===== src/rtl/riscv_irq_sync_mc_if.sv =====
// Core-facing interrupt request / acknowledge handshake of the multi-channel irq synchroniser.
interface riscv_irq_sync_mc_if;
  logic       irq_o;
  logic [4:0] irq_id_o;
  logic       irq_sec_o;
  logic       irq_ack_i;
  logic [4:0] irq_id_i;

  modport master (
    output irq_o,
    output irq_id_o,
    output irq_sec_o,
    input  irq_ack_i,
    input  irq_id_i
  );

  modport slave (
    input  irq_o,
    input  irq_id_o,
    input  irq_sec_o,
    output irq_ack_i,
    output irq_id_i
  );
endinterface


===== src/rtl/riscv_irq_sync_mc.sv =====
// Multi-channel interrupt synchroniser: per-channel sync chain, edge/level pending state,
// fixed-priority selection and a registered request/ID towards the core.
module riscv_irq_sync_mc #(
  parameter int unsigned NUM_IRQ     = 4,
  parameter int unsigned SYNC_STAGES = 2,
  parameter int unsigned ID_BASE     = 16
) (
  input  logic                clk,
  input  logic                rst_n,
  input  logic [NUM_IRQ-1:0]  irq_i,
  input  logic [NUM_IRQ-1:0]  edge_mode_i,
  input  logic [NUM_IRQ-1:0]  irq_en_i,
  output logic [NUM_IRQ-1:0]  irq_sync_o,
  output logic [NUM_IRQ-1:0]  irq_pend_o,
  riscv_irq_sync_mc_if.master core
);

  localparam int unsigned IDW = 5;

  logic [SYNC_STAGES-1:0][NUM_IRQ-1:0] sync_q;
  logic [NUM_IRQ-1:0] hist_q;
  logic [NUM_IRQ-1:0] pend_q;
  logic [NUM_IRQ-1:0] mode_q;
  logic               irq_q;
  logic [IDW-1:0]     irq_id_q;

  logic [NUM_IRQ-1:0] sync_last;
  logic [NUM_IRQ-1:0] rise;
  logic [NUM_IRQ-1:0] ack_hit;
  logic [NUM_IRQ-1:0] pend_next;
  logic [NUM_IRQ-1:0] cand;
  logic               found;
  logic [IDW-1:0]     win_id;

  // Synchroniser chain, history flop and last-seen mode per channel
  always_ff @(posedge clk or negedge rst_n) begin
    if (!rst_n) begin
      sync_q <= '0;
      hist_q <= '0;
      mode_q <= '0;
    end else begin
      sync_q <= {sync_q[SYNC_STAGES-2:0], irq_i};
      hist_q <= sync_q[SYNC_STAGES-1];
      mode_q <= edge_mode_i;
    end
  end

  // Pending update and lowest-index winner among enabled channels
  always_comb begin
    sync_last = sync_q[SYNC_STAGES-1];
    rise      = sync_last & ~hist_q;
    ack_hit   = '0;
    pend_next = '0;
    found     = 1'b0;
    win_id    = irq_id_q;
    for (int i = 0; i < int'(NUM_IRQ); i++) begin
      ack_hit[i] = core.irq_ack_i && (core.irq_id_i == IDW'(ID_BASE + 32'(i)));
      if (edge_mode_i[i] != mode_q[i]) begin
        pend_next[i] = 1'b0;
      end else if (edge_mode_i[i]) begin
        // A fresh edge beats a simultaneous ack so it is never lost
        pend_next[i] = rise[i] | (pend_q[i] & ~ack_hit[i]);
      end else begin
        pend_next[i] = sync_last[i];
      end
    end
    cand = pend_next & irq_en_i;
    for (int i = 0; i < int'(NUM_IRQ); i++) begin
      if (cand[i] && !found) begin
        found  = 1'b1;
        win_id = IDW'(ID_BASE + 32'(i));
      end
    end
  end

  always_ff @(posedge clk or negedge rst_n) begin
    if (!rst_n) begin
      pend_q   <= '0;
      irq_q    <= 1'b0;
      irq_id_q <= '0;
    end else begin
      pend_q   <= pend_next;
      irq_q    <= found;
      irq_id_q <= win_id;
    end
  end

  assign irq_sync_o     = sync_q[SYNC_STAGES-1];
  assign irq_pend_o     = pend_q;
  assign core.irq_o     = irq_q;
  assign core.irq_id_o  = irq_id_q;
  assign core.irq_sec_o = 1'b1;

endmodule


===== src/flat_wrapper.sv =====
// flat-port wrapper written by rule: the top's interface ports become plain ports
module riscv_irq_sync_mc_flat 
#(
  parameter int unsigned NUM_IRQ     = 4,
  parameter int unsigned SYNC_STAGES = 2,
  parameter int unsigned ID_BASE     = 16
)
  (clk, rst_n, irq_i, edge_mode_i, irq_en_i, irq_sync_o, irq_pend_o, core_irq_o, core_irq_id_o, core_irq_sec_o, core_irq_ack_i, core_irq_id_i);
  riscv_irq_sync_mc_if core_i ();
  input  logic clk;
  input  logic rst_n;
  input  logic [NUM_IRQ-1:0] irq_i;
  input  logic [NUM_IRQ-1:0] edge_mode_i;
  input  logic [NUM_IRQ-1:0] irq_en_i;
  output logic [NUM_IRQ-1:0] irq_sync_o;
  output logic [NUM_IRQ-1:0] irq_pend_o;
  output wire logic [$bits(core_i.irq_o)-1:0] core_irq_o;
  output wire logic [$bits(core_i.irq_id_o)-1:0] core_irq_id_o;
  output wire logic [$bits(core_i.irq_sec_o)-1:0] core_irq_sec_o;
  input wire logic [$bits(core_i.irq_ack_i)-1:0] core_irq_ack_i;
  input wire logic [$bits(core_i.irq_id_i)-1:0] core_irq_id_i;
  assign core_irq_o = core_i.irq_o;
  assign core_irq_id_o = core_i.irq_id_o;
  assign core_irq_sec_o = core_i.irq_sec_o;
  assign core_i.irq_ack_i = core_irq_ack_i;
  assign core_i.irq_id_i = core_irq_id_i;
  riscv_irq_sync_mc #(.NUM_IRQ(NUM_IRQ), .SYNC_STAGES(SYNC_STAGES), .ID_BASE(ID_BASE)) u_core (.clk(clk), .rst_n(rst_n), .irq_i(irq_i), .edge_mode_i(edge_mode_i), .irq_en_i(irq_en_i), .irq_sync_o(irq_sync_o), .irq_pend_o(irq_pend_o), .core(core_i));
endmodule

===== config.mk =====
export PLATFORM = sky130hd
export DESIGN_NAME = riscv_irq_sync_mc_flat
export DESIGN_NICKNAME = d
export VERILOG_FILES = /design/src/rtl/riscv_irq_sync_mc_if.sv /design/src/rtl/riscv_irq_sync_mc.sv /design/src/flat_wrapper.sv
export SDC_FILE = /design/constraint.sdc
export NUM_CORES = 1
export LEC_CHECK = 0
export CAP_MARGIN = 20
export CORE_UTILIZATION = 46
export DETAILED_ROUTE_END_ITERATION = 7
export PLACE_DENSITY = 0.82
export SLEW_MARGIN = 20
export SYNTH_ARGS = -nofsm -noshare
export SYNTH_HDL_FRONTEND = slang
export SYNTH_SLANG_ARGS = --single-unit

===== constraint.sdc =====
create_clock -name clk -period 2.8 [get_ports clk]
set_input_delay 0.84 -clock clk [delete_from_list [all_inputs] [get_ports clk]]
set_output_delay 0.84 -clock clk [all_outputs]
set_load 0.1 [all_outputs]

==> results.cfg, run 1 <==
[floorplanning]
start_util = 0.489
fp-row-count = 16
core_um2 = 1960
die_w_um = 47.7
ioPinCount = 35
die_area_um2 = 2270
die_h_um = 47.7

[cts]
clock_latency_ps = 300
path_clk_slew_ps = 120
root_buffer = clkbuf_4
cts_buffer_depth = 2
cts_tree = done
cts_resized = 0
cts_setup_buffers = 0
cts_buffers = 3
cts.htree.levels = 1
hold_buffers = 0
clock-sinks = 24

[synthesis]
syn_avg_cell_area_um2 = 13.3
synth_area_um2 = 960
seq_area_frac_synth = 0.626
synthCells = 72
yosysWarningCount = 0
synth-seq-cells = 24
synthDistinctLibCells = 26

[pwr]
p_leak_nw = 0.559
ir_drop_mv = 0.396
power_uw = 804
p_per_area_nw_per_um2 = 634

[layout]
antenna_cells = 0
area_growth_syn_to_layout_pct = 32.2
instances_no_fill = 129
final_cell_mix = 24 x dfrtp_1, 19 x clkdlybuf4s50_1, 13 x buf_4
finalNetCount = 123
finish.utilization = 0.647
drive_above_1_share = 0.245
final_common_cell = dfrtp_1

[detailed_routing]
drc = 0
drt-initial-drc-count = 5
wl_per_cell_um = 13.0
first_pass_iters = 4
vias = 629
routed_wl_mm = 1.68
ant_nets = 0
vias_per_cell = 4.88

[timing]
hold_violations = 0
setup_viol = 0
fin_tns_setup_ps = 0
finalCriticalPeriod_ps = 2050
skew_ps = 6.97
finalMaxSlewViolations = 0
period_share = 0.732
fmax_ghz = 0.488
hold_ws_ps = 363
grt_setup_unrepaired = false

[place]
place_congestion = 0.738
numPortBuffers = 31
hpwl_mm = 1.33
dp_cells = 125

[grt]
grt_pass1_vias = 600
grt_pass1_wl_mm = 2.55
grt.overflow.total = 0
grt_usage = 0.171
antenna_found_initial = 0
grt_max_degree = 25

[setup_path]
crit_arrival_ps = 2250
crit_type = in -> reg
startpoint_type = input pin
crit_fanout = 3
end_kind = flop
crit_required_ps = 3000
r2r.worst_path.cells = 5

[hold_path]
min_delay_path_depth = 0
min_path_type = reg -> reg

[job]
maxCapViolations = 0

[status]
run_status = complete, no violations
==> registers in the layout, summed over array words and instances, names as in the netlist <==
signal / cells
u_core.hist_q: 4
u_core.irq_pend_o: 4
u_core.core.irq_o: 1
u_core.irq_sync_o: 4
u_core.sync_q: 4
u_core.mode_q: 4
u_core.core.irq_id_o: 3
==> per-stage QoR <==
step / setup slack [ps] / cell area [um2]
after floorplan: 879 / 963
after global placement: 477 / 1230
after detailed placement: 407 / 1230
after CTS: 744 / 1270
after global routing: 691 / 1270
final: 752 / 1270
==> synthesized netlist by cell type <==
master / instances / area [um2]
nor2_1: 5 / 18.8
conb_1: 2 / 7.51
a32oi_2: 1 / 16.3
a22oi_2: 2 / 25.0
nand3_1: 2 / 10.0
o211ai_1: 1 / 7.51
a21boi_1: 2 / 15.0
and3b_1: 2 / 17.5
a21oi_1: 2 / 10.0
buf_4: 7 / 52.6
nand3b_1: 1 / 7.51
nand2_1: 7 / 26.3
o21ai_1: 1 / 5.00
nor2b_1: 1 / 6.26
dfrtp_1: 24 / 601
o21ai_0: 1 / 5.00
nor4b_4: 1 / 23.8
a22oi_1: 1 / 7.51
o21ai_2: 1 / 8.76
nor3b_1: 2 / 15.0
a21oi_2: 1 / 8.76
nand4bb_4: 1 / 27.5
a221oi_2: 1 / 15.0
inv_1: 1 / 3.75
o2bb2ai_1: 1 / 8.76
and4b_1: 1 / 10.0
==> per-layer routing <==
layer | up-vias | share of wire | GRT usage
li1 | 305 | - | -
met5 | - | 0 | 0
met3 | 2 | 0.059 | 0.0264
met4 | 0 | 0.011 | 0.100
met1 | 302 | 0.43 | 0.223
met2 | 20 | 0.49 | 0.274
==> worst max-delay path, cell delays in order <==
cell and delay [ps]:
clkdlybuf4s50_1 430, nand4bb_4 260, a221oi_2 320, nor3b_1 110, a21oi_2 180, nand3b_1 100
==> power breakdown <==
group	total, mW	leakage (nW)	switching [mW]	internal (mW)
combinational	0.246	0.254	0.182	0.0643
sequential	0.386	0.284	0.0147	0.372
clock	0.172	0.0210	0.0925	0.0793
==> cell type report <==
| type | count | area, um2 |
|---|---|---|
| clock buffers | 4 | 36.3 |
| fillers | 158 | 693 |
| inverters | 1 | 3.75 |
| multi-input cells | 41 | 307 |
| flip-flops and latches | 24 | 601 |
| well taps | 27 | 33.8 |
| repair buffers | 32 | 288 |
==> path summary, 6_finish.rpt <==
kind / start / to / slack (ps)
setup / recovery: core_irq_id_i[2] / u_core.core.irq_id_o[4] / 750
hold / removal: u_core.sync_q[3] / u_core.irq_sync_o[3] / 360
setup reg to reg: u_core.irq_sync_o[2] / u_core.core.irq_id_o[4] / 1350
hold reg to reg: u_core.sync_q[3] / u_core.irq_sync_o[3] / 360
max in group asynchronous: rst_n / u_core.irq_sync_o[1] / 1700
min in group asynchronous: rst_n / u_core.mode_q[3] / 870
==> cells by family (layout without fill, tap and decap cells) <==
family	count (synthesis)	after routing	share of synthesized area
other cells	2	3	0.00783
simple gates	23	23	0.170
buf+inv	8	37	0.0587
flops	24	24	0.626
compound gates	15	15	0.138
No activity file was read; power rests on OpenSTA's default activity.
==> run 2: changes to the inputs <==
Settings changed: CORE_UTILIZATION 46 to 38, PLACE_DENSITY 0.82 to 0.73.
Clock period 2.8 ns to 1.8 ns, I/O delays scaled along.
==> run 2 against run 1 <==
Routed wire length increased by 20%. Clock-buffer cell count unchanged. Hold slack about the same. Setup slack got worse by 710 ps. Cell area increased by 15%. Total power increased by 68%. Sequential share of layout area decreased by 6.2 points. Die area increased by 20%. Utilization decreased by 1.1 points. Critical endpoint unchanged. Largest cell class unchanged.
==> results.cfg, run 2 (synthesis results as in run 1) <==
[timing]
postLayoutSetupSlackWorst_ps = 46.4
period_share = 0.974
skew_ps = 4.86
finalCriticalPeriod_ps = 1750
hold_ws_ps = 363
fmax_ghz = 0.570
setup_viol = 0
finalMaxSlewViolations = 0
hold_violations = 0
fin_tns_setup_ps = 0

[setup_path]
end_kind = flop
startpoint_type = input pin
crit_arrival_ps = 1940
crit_fanout = 3
crit_required_ps = 1990
crit_type = in -> reg
slowest_delay_ps = 550
path_cells = clkdlybuf4s50_1, nand4bb_4, a221oi_4, nor3b_2, a21oi_2, nand3b_1
cpMaxStageDelayCell = clkdlybuf4s50_1

[detailed_routing]
vias_per_cell = 5.05
drc = 0
routed_wl_mm = 2.02
first_pass_iters = 4
drt-initial-drc-count = 7
vias = 671
ant_nets = 0
wl_per_cell_um = 15.2

[place]
post-place-ws_ps = -298
post_dp_cell_area_um2 = 1410
place_congestion = 0.723
numPortBuffers = 31
hpwl_mm = 1.54
dp_cells = 129

[cts]
cts.htree.levels = 1
clock-sinks = 24
cts_setup_buffers = 0
path_clk_slew_ps = 110
root_buffer = clkbuf_4
clock_latency_ps = 300
cts_tree = done
cts_buffer_depth = 2
cts_buffers = 3

[grt]
grt_use_met3 = 0.0348
grt_pass1_wl_mm = 2.97
grt_usage = 0.159
grt_use_met2 = 0.265
grt_pass1_vias = 688
top_usage_layer = met2
met1_usage = 0.183
antenna_found_initial = 0
grt_max_degree = 25
grt.overflow.total = 0

[layout]
finalNetCount = 126
antenna_cells = 0
drive_above_1_share = 0.295
final_cell_mix = 23 x dfrtp_1, 19 x clkdlybuf4s50_1, 12 x buf_12
area_growth_syn_to_layout_pct = 52.3
final_common_cell = dfrtp_1
regArea_um2 = 602
instances_no_fill = 133
fillers = 180
multi_input_area_um2 = 324
finish.utilization = 0.636
fin_area_um2 = 1460

[pwr]
power_mw = 1.35
ir_drop_mv = 0.723
p_per_area_nw_per_um2 = 922
p_leak_nw = 0.630

[job]
maxCapViolations = 0

[floorplanning]
die_h_um = 52.3
ioPinCount = 35
fp-row-count = 17
core_um2 = 2300
die_w_um = 52.3
start_util = 0.418
die_area_um2 = 2730

[hold_path]
min_path_type = reg -> reg

[status]
run_status = complete, no violations
-- run 2: cell type report --
cell class / count / share of cell area
flip-flops and latches: 24 / 0.412
repair buffers: 35 / 0.315
multi-input cells: 41 / 0.222
clock buffers: 4 / 0.0248
well taps: 28 / 0.0240
inverters: 1 / 0.00257
-- run 2: final timing paths --
kind / from / end / slack (ps) / cells past startpoint
max in group asynchronous: rst_n / u_core.irq_pend_o[3] / 970 / 2
max: core_irq_id_i[1] / u_core.core.irq_id_o[4] / 50 / 6
min: u_core.sync_q[1] / u_core.irq_sync_o[1] / 360 / 0
max reg2reg: u_core.irq_sync_o[2] / u_core.core.irq_id_o[4] / 330 / 5
min in group asynchronous: rst_n / u_core.hist_q[3] / 590 / 2
min reg2reg: u_core.sync_q[1] / u_core.irq_sync_o[1] / 360 / 0
-- run 2: timing repair --
item | 4_1_cts | 5_1_grt
gates resized for setup | 0 | 3
hold buffers | 0 | 0
hold endpoints to repair | 0 | 0
setup endpoints to repair | 0 | 3
-- run 2: critical path, delay by kind of cell --
| kind | cells | cell delay (ps) |
|---|---|---|
| and+or+nand+nor | 3 | 370 |
| AOI/OAI and AO/OA | 2 | 490 |
| buffers and inverters | 1 | 550 |
-- run 2: power breakdown --
group          switching, mW  total (mW)  internal [mW]  leakage (nW)
Clock                  0.144       0.267          0.123        0.0210
Sequential            0.0377       0.616          0.578         0.282
Combinational          0.290       0.464          0.174         0.326
-- run 2: metal layers --
metal / vias up / routed length (um)
met5: - / 0
met4: 0 / 56
met3: 6 / 84
met2: 24 / 999
met1: 334 / 876
li1: 307 / -
==> run 3: changes to the inputs <==
Settings changed: SKIP_CTS_REPAIR_TIMING set to 1.
==> results of run 3 <==
Same layout as run 2: the final DEF is identical, and so are final timing and power.
